**src/rtl/cpu_bus_master.sv**
```systemverilog
// cpu_bus_master: 68030-style synchronous bus initiator.
// Turns a one-shot REQ into a full AS20/DS20/RW20/SIZ bus cycle that ends on
// STERM, DTACK (plus one synchronising cycle) or BERR, with an optional
// WAIT-state timeout that forces an error termination.
module cpu_bus_master #(
  parameter int unsigned TIMEOUT = 255  // WAIT edges before forced error; 0 disables
) (
  input  logic        CLKCPU,
  input  logic        RESET,
  input  logic        REQ,
  input  logic        WE,
  input  logic [31:0] ADDR,
  input  logic [1:0]  SIZE,
  input  logic [31:0] WDATA,
  output logic [31:0] RDATA,
  output logic        ACK,
  output logic        ERR,
  output logic        BUSY,
  output logic [31:0] A,
  output logic [1:0]  SIZ,
  output logic        RW20,
  output logic        AS20,
  output logic        DS20,
  output logic [31:0] D_OUT,
  output logic        D_OE,
  input  logic [31:0] D_IN,
  input  logic        STERM,
  input  logic        DTACK,
  input  logic        BERR
);

  typedef enum logic [2:0] {
    S_IDLE,
    S_ADDR,
    S_STROBE,
    S_WAIT,
    S_DLATCH,
    S_END
  } state_t;

  localparam logic [7:0] TIMEOUT_VAL = 8'(TIMEOUT);
  localparam logic       TIMEOUT_EN  = (TIMEOUT != 0);

  state_t      state;
  state_t      next_state;
  logic [7:0]  cnt;
  logic        we_q;
  logic [31:0] wdata_q;
  logic        timeout_hit;

  assign timeout_hit = TIMEOUT_EN && (cnt == TIMEOUT_VAL);

  // State register.
  always_ff @(posedge CLKCPU) begin
    // NOTE: sequential state uses non-blocking (<=) so every register samples
    // the pre-edge values; blocking here would create order-dependent races.
    if (!RESET) state <= S_IDLE;
    else        state <= next_state;
  end

  // Next-state decode; termination inputs only matter in WAIT.
  always_comb begin
    // NOTE: default first so every path assigns next_state and no latch is inferred.
    next_state = state;
    unique case (state)
      S_IDLE:   if (REQ) next_state = S_ADDR;
      S_ADDR:   next_state = S_STROBE;
      S_STROBE: next_state = S_WAIT;
      S_WAIT: begin
        if (!BERR || !STERM) next_state = S_END;
        else if (!DTACK)     next_state = S_DLATCH;
        else if (timeout_hit) next_state = S_END;
      end
      S_DLATCH: next_state = S_END;
      S_END:    next_state = S_IDLE;
      default:  next_state = S_IDLE;
    endcase
  end

  // Registered bus and handshake outputs, updated by the state being left.
  always_ff @(posedge CLKCPU) begin
    if (!RESET) begin
      A       <= '0;
      SIZ     <= 2'b00;
      RW20    <= 1'b1;
      AS20    <= 1'b1;
      DS20    <= 1'b1;
      D_OUT   <= '0;
      D_OE    <= 1'b0;
      RDATA   <= '0;
      ACK     <= 1'b0;
      ERR     <= 1'b0;
      BUSY    <= 1'b0;
      cnt     <= '0;
      we_q    <= 1'b0;
      wdata_q <= '0;
    end else begin
      unique case (state)
        S_IDLE: begin
          ACK  <= 1'b0;
          ERR  <= 1'b0;
          D_OE <= 1'b0;
          if (REQ) begin
            A       <= ADDR;
            SIZ     <= SIZE;
            RW20    <= ~WE;
            we_q    <= WE;
            wdata_q <= WDATA;
            BUSY    <= 1'b1;
          end
        end
        S_ADDR: begin
          AS20 <= 1'b1;
          DS20 <= 1'b1;
          if (we_q) begin
            D_OUT <= wdata_q;
            D_OE  <= 1'b1;
          end
        end
        S_STROBE: begin
          AS20 <= 1'b0;
          DS20 <= we_q;   // reads strobe data with AS20, writes one cycle later
          cnt  <= '0;
        end
        S_WAIT: begin
          AS20 <= 1'b0;
          DS20 <= 1'b0;
          if (!BERR) begin
            ERR <= 1'b1;
          end else if (!STERM) begin
            if (!we_q) RDATA <= D_IN;
          end else if (!DTACK) begin
            // data is taken in DLATCH, after one synchronising cycle
          end else if (timeout_hit) begin
            ERR <= 1'b1;
          end else if (cnt != 8'hFF) begin
            cnt <= cnt + 8'd1;
          end
        end
        S_DLATCH: begin
          if (!we_q) RDATA <= D_IN;
        end
        S_END: begin
          AS20 <= 1'b1;
          DS20 <= 1'b1;
          ACK  <= 1'b1;
          BUSY <= 1'b0;
        end
        default: ;
      endcase
    end
  end

endmodule

```
**config.mk**
```make
export PLATFORM = sky130hd
export DESIGN_NAME = cpu_bus_master
export DESIGN_NICKNAME = d
export VERILOG_FILES = /design/src/rtl/cpu_bus_master.sv
export SDC_FILE = /design/constraint.sdc
export NUM_CORES = 1
export LEC_CHECK = 0
export CAP_MARGIN = 10
export CELL_PAD_IN_SITES_DETAIL_PLACEMENT = 1
export CELL_PAD_IN_SITES_GLOBAL_PLACEMENT = 2
export CORE_UTILIZATION = 26
export CTS_CLUSTER_DIAMETER = 40
export DETAILED_ROUTE_END_ITERATION = 12
export PLACE_DENSITY = 0.87
export REMOVE_ABC_BUFFERS = 1
export SLEW_MARGIN = 5
export SYNTH_ARGS = -nofsm -noshare
export SYNTH_HDL_FRONTEND = slang
export SYNTH_SLANG_ARGS = --single-unit
```
**constraint.sdc**
```tcl
create_clock -name CLKCPU -period 2.2 [get_ports CLKCPU]
set_input_delay 0.22 -clock CLKCPU [delete_from_list [all_inputs] [get_ports CLKCPU]]
set_output_delay 0.22 -clock CLKCPU [all_outputs]
set_load 0.005 [all_outputs]
```
==> out/metrics.csv <==
metric,value,unit
synth_compound_area_share,19.6,%
period_needed,1.79,ns
finalSetupViolCount,0,
clk_pin_slew,0.06,ns
crit_path_end_kind,flop,
crit_chain,"buf_4, nand3b_1, nor4_1, a31oi_1, a311oi_1",
first_iter_violations,170,
grt_pass1_vias,5363,
routed_wl,17.8,mm
fin_ws,0.414,ns
core_area,21000,um2
power_frac_clock,43.8,%
cts_root_buffer,clkbuf_16,
cts_tree,done,
ff2ff_setup_slack,0.41,ns
worstPathMaxFanout,14,
via_per_inst,4.61,
netlist_instances,694,
intPower,0.00505,W
synth_fa_ha_area_share,0.224,%
outcome,finished clean,
worstReg2RegEnd,cnt[6]$_SDFFE_PN0P_,
synth_top_family_by_area,simple AND/OR/NAND/NOR gates,
cp.required,2.52,ns
antenna_found_initial,0,
yosysTopAreaCell,dfxtp_1,
cts_setup_buffers,0,
drive_gt1_share,6.58,%
finalSetupTns,0,ns
p_switching,0.00164,W
holdPathEnd,wdata_q[14]$_SDFFE_PN0P_,
switching_share,24.6,%
die_h,149,um
busiest_layer,met2,
dieArea,22100,um2
cp_slowest_cell,dfxtp_1,
num_antenna_cells,0,
drc,0,
synth_ff_type,dfxtp_1,
htreeDepth,4,
critPathLaunchType,flop,
yosysUniqueCellTypes,43,
synth_simple_gate_area_share,21.7,%
holdPathStages,3,
num_vias,5404,
comb_power_share,13.1,%
synth_edf_count,0,
p_per_area,777,nW/um2
grtUsageMet2,26.2,%
rsz0062_at_grt,false,
worst_clock_skew,0.0102,ns
hold_viol,0,
dp_slack,0.337,ns
ios,210,
max_freq,0.560,GHz
p_seq_share,43.1,%
cp.arrival,2.11,ns
post-route-period-util,81.2,%
path_buf_inv,1,
grt-ovfl-total,0,
ys_ff_latch,149,
synthesis.area,5590,um2
worstHoldStart,WDATA[14],
first_pass_iters,4,
areaGrowthSynthToFinish,54.2,%
yosysMostFrequentCell,nand2_1,
synth-seq-area-share,53.4,%
routabilityCongestion,0.723,
total_power,0.00670,W
startpoint,state[0]$_SDFFE_PN0P_,
slew_headroom,70.2,%
cpPeakStageDelay,0.50,ns
port_buffers,209,
die_w,149,um
leakage,2.96,nW
start_util,26.6,%
clock_path_buffers,2,
yosysWarnings,0,
yosys-top-cells-area,"dfxtp_1 (53%), nand2_1 (14%), a21oi_1 (13%), nand3_1 (3.4%), o21ai_0 (3.0%)",
clock_latency,0.41,ns
ctsResizeCount,0,
reg2reg_from,state[0]$_SDFFE_PN0P_,
min_path_type,in -> reg,
grt_pass1_wl,28.0,mm
layout.nets,991,
met1_usage,19.9,%
critPathTopFamily,simple AND/OR/NAND/NOR gates,
grt_usage,16.2,%
drv_cap,0,
ctsHoldBuffers,0,
wl_per_cell,15.2,um
drtAntennaViolNets,0,
grt_max_degree,61,
cts_buffers,17,
synth_mux_area_share,0,%
synthArstFlopShare,0,%
path_class,reg -> reg,
grtUsageMet3,6.10,%
irDropWorstVdd,0.492,mV
rows,53,
r2r_cells,5,
synth.cells.most_frequent,"nand2_1 (209), dfxtp_1 (149), a21oi_1 (141)",
synth_xor_area_share,0,%
synth_top_area_share,53.4,%
cts.sinks,149,
tightest_slew,0.442,ns
num-fill-cells,2486,
syn_area_per_cell,8.06,um2
slew_viol_final,0,
dp.final_hpwl,11.6,mm
worst max-delay path by stage:
| stage | to | slack, ns | cells after the start |
|---|---|---|---|
| finish | cnt[6]$_SDFFE_PN0P_ | 0.41 | 5 |
| global route | cnt[6]$_SDFFE_PN0P_ | 0.25 | 5 |
| CTS | cnt[6]$_SDFFE_PN0P_ | 0.39 | 5 |
| detailed placement | cnt[7]$_SDFFE_PN0P_ | 0.34 | 5 |
| global placement | cnt[7]$_SDFFE_PN0P_ | 0.38 | 5 |
| floorplan | cnt[6]$_SDFFE_PN0P_ | -0.70 | 2 |
layout by cell type, fill, tap and decap left out, types with 3 or more instances in the layout:
cell type        netlist  layout
nand2_1              209     209
clkdlybuf4s50_1        0     209
dfxtp_1              149     149
a21oi_1              141     141
nand3_1               38      38
o21ai_0               33      33
clkbuf_16              0      17
buf_4                  2      11
o21ai_1               10      10
buf_12                 0       9
a31oi_1                4       4
nand2b_1               4       4
nor2_1                 4       4
inv_1                  4       4
nand4_1                3       3
and3_1                 3       3
nand3b_1               3       3
nor3_1                 3       3
clkinvlp_4             0       3
clkbuf_8               0       3
inv_6                  0       3
tightest hold or removal path, delay by kind of cell:
| kind | cells | cell delay, ns |
|---|---|---|
| and+or+nand+nor | 1 | 0.05 |
| AOI/OAI and AO/OA | 1 | 0.05 |
| buffers and inverters | 1 | 0.39 |
state kept, by name (all words and copies together), names as in the netlist:
register  count
A            32
ACK           1
AS20          1
BUSY          1
DS20          1
D_OE          1
D_OUT        32
ERR           1
RDATA        32
RW20          1
SIZ           2
cnt           8
state         3
wdata_q      32
we_q          1
logic make-up after synthesis:
kind of cell | Yosys count
AOI/OAI and AO/OA | 203
adders and majority gates | 1
buffers and inverters | 63
DFF | 149
and+or+nand+nor | 278
metrics by stage:
stage / std cells / cell area [um2] / hold WS, ns / utilization, %
floorplan: 637 / 5330 / 0.282 / -
global placement: 1141 / 8030 / 0.439 / 38.2
detailed placement: 1141 / 8030 / 0.445 / 38.2
CTS: 1172 / 8620 / 0.326 / 41.0
global route: 1172 / 8620 / 0.332 / 41.0
finish: 1172 / 8620 / 0.350 / 41.0
area by class of cell:
| type | instances | area [um2] | area share [%] |
|---|---|---|---|
| Clock buffer | 22 | 474 | 5.50 |
| Tap cell | 275 | 344 | 3.99 |
| Sequential cell | 149 | 2980 | 34.6 |
| Clock inverter | 9 | 118 | 1.36 |
| Inverter | 6 | 25.0 | 0.290 |
| Timing Repair Buffer | 229 | 2350 | 27.3 |
| Multi-Input combinational cell | 482 | 2320 | 26.9 |
metal layers:
layer | wire (um) | share of wire [%]
met2 | 8240 | 46
met4 | 163 | 0.91
met5 | 0 | 0
met1 | 8010 | 45
met3 | 1430 | 8.0
power groups by stage:
stage                     Clock, W  Combinational, W  Sequential (W)
after detailed placement         0          0.000889         0.00295
final                      0.00293          0.000876         0.00289
after CTS                  0.00303          0.000896         0.00289
after global routing       0.00315          0.000966         0.00290
after floorplan                  0          0.000307         0.00297
after global placement           0          0.000881         0.00294
Power figures use the tool's default switching activity.
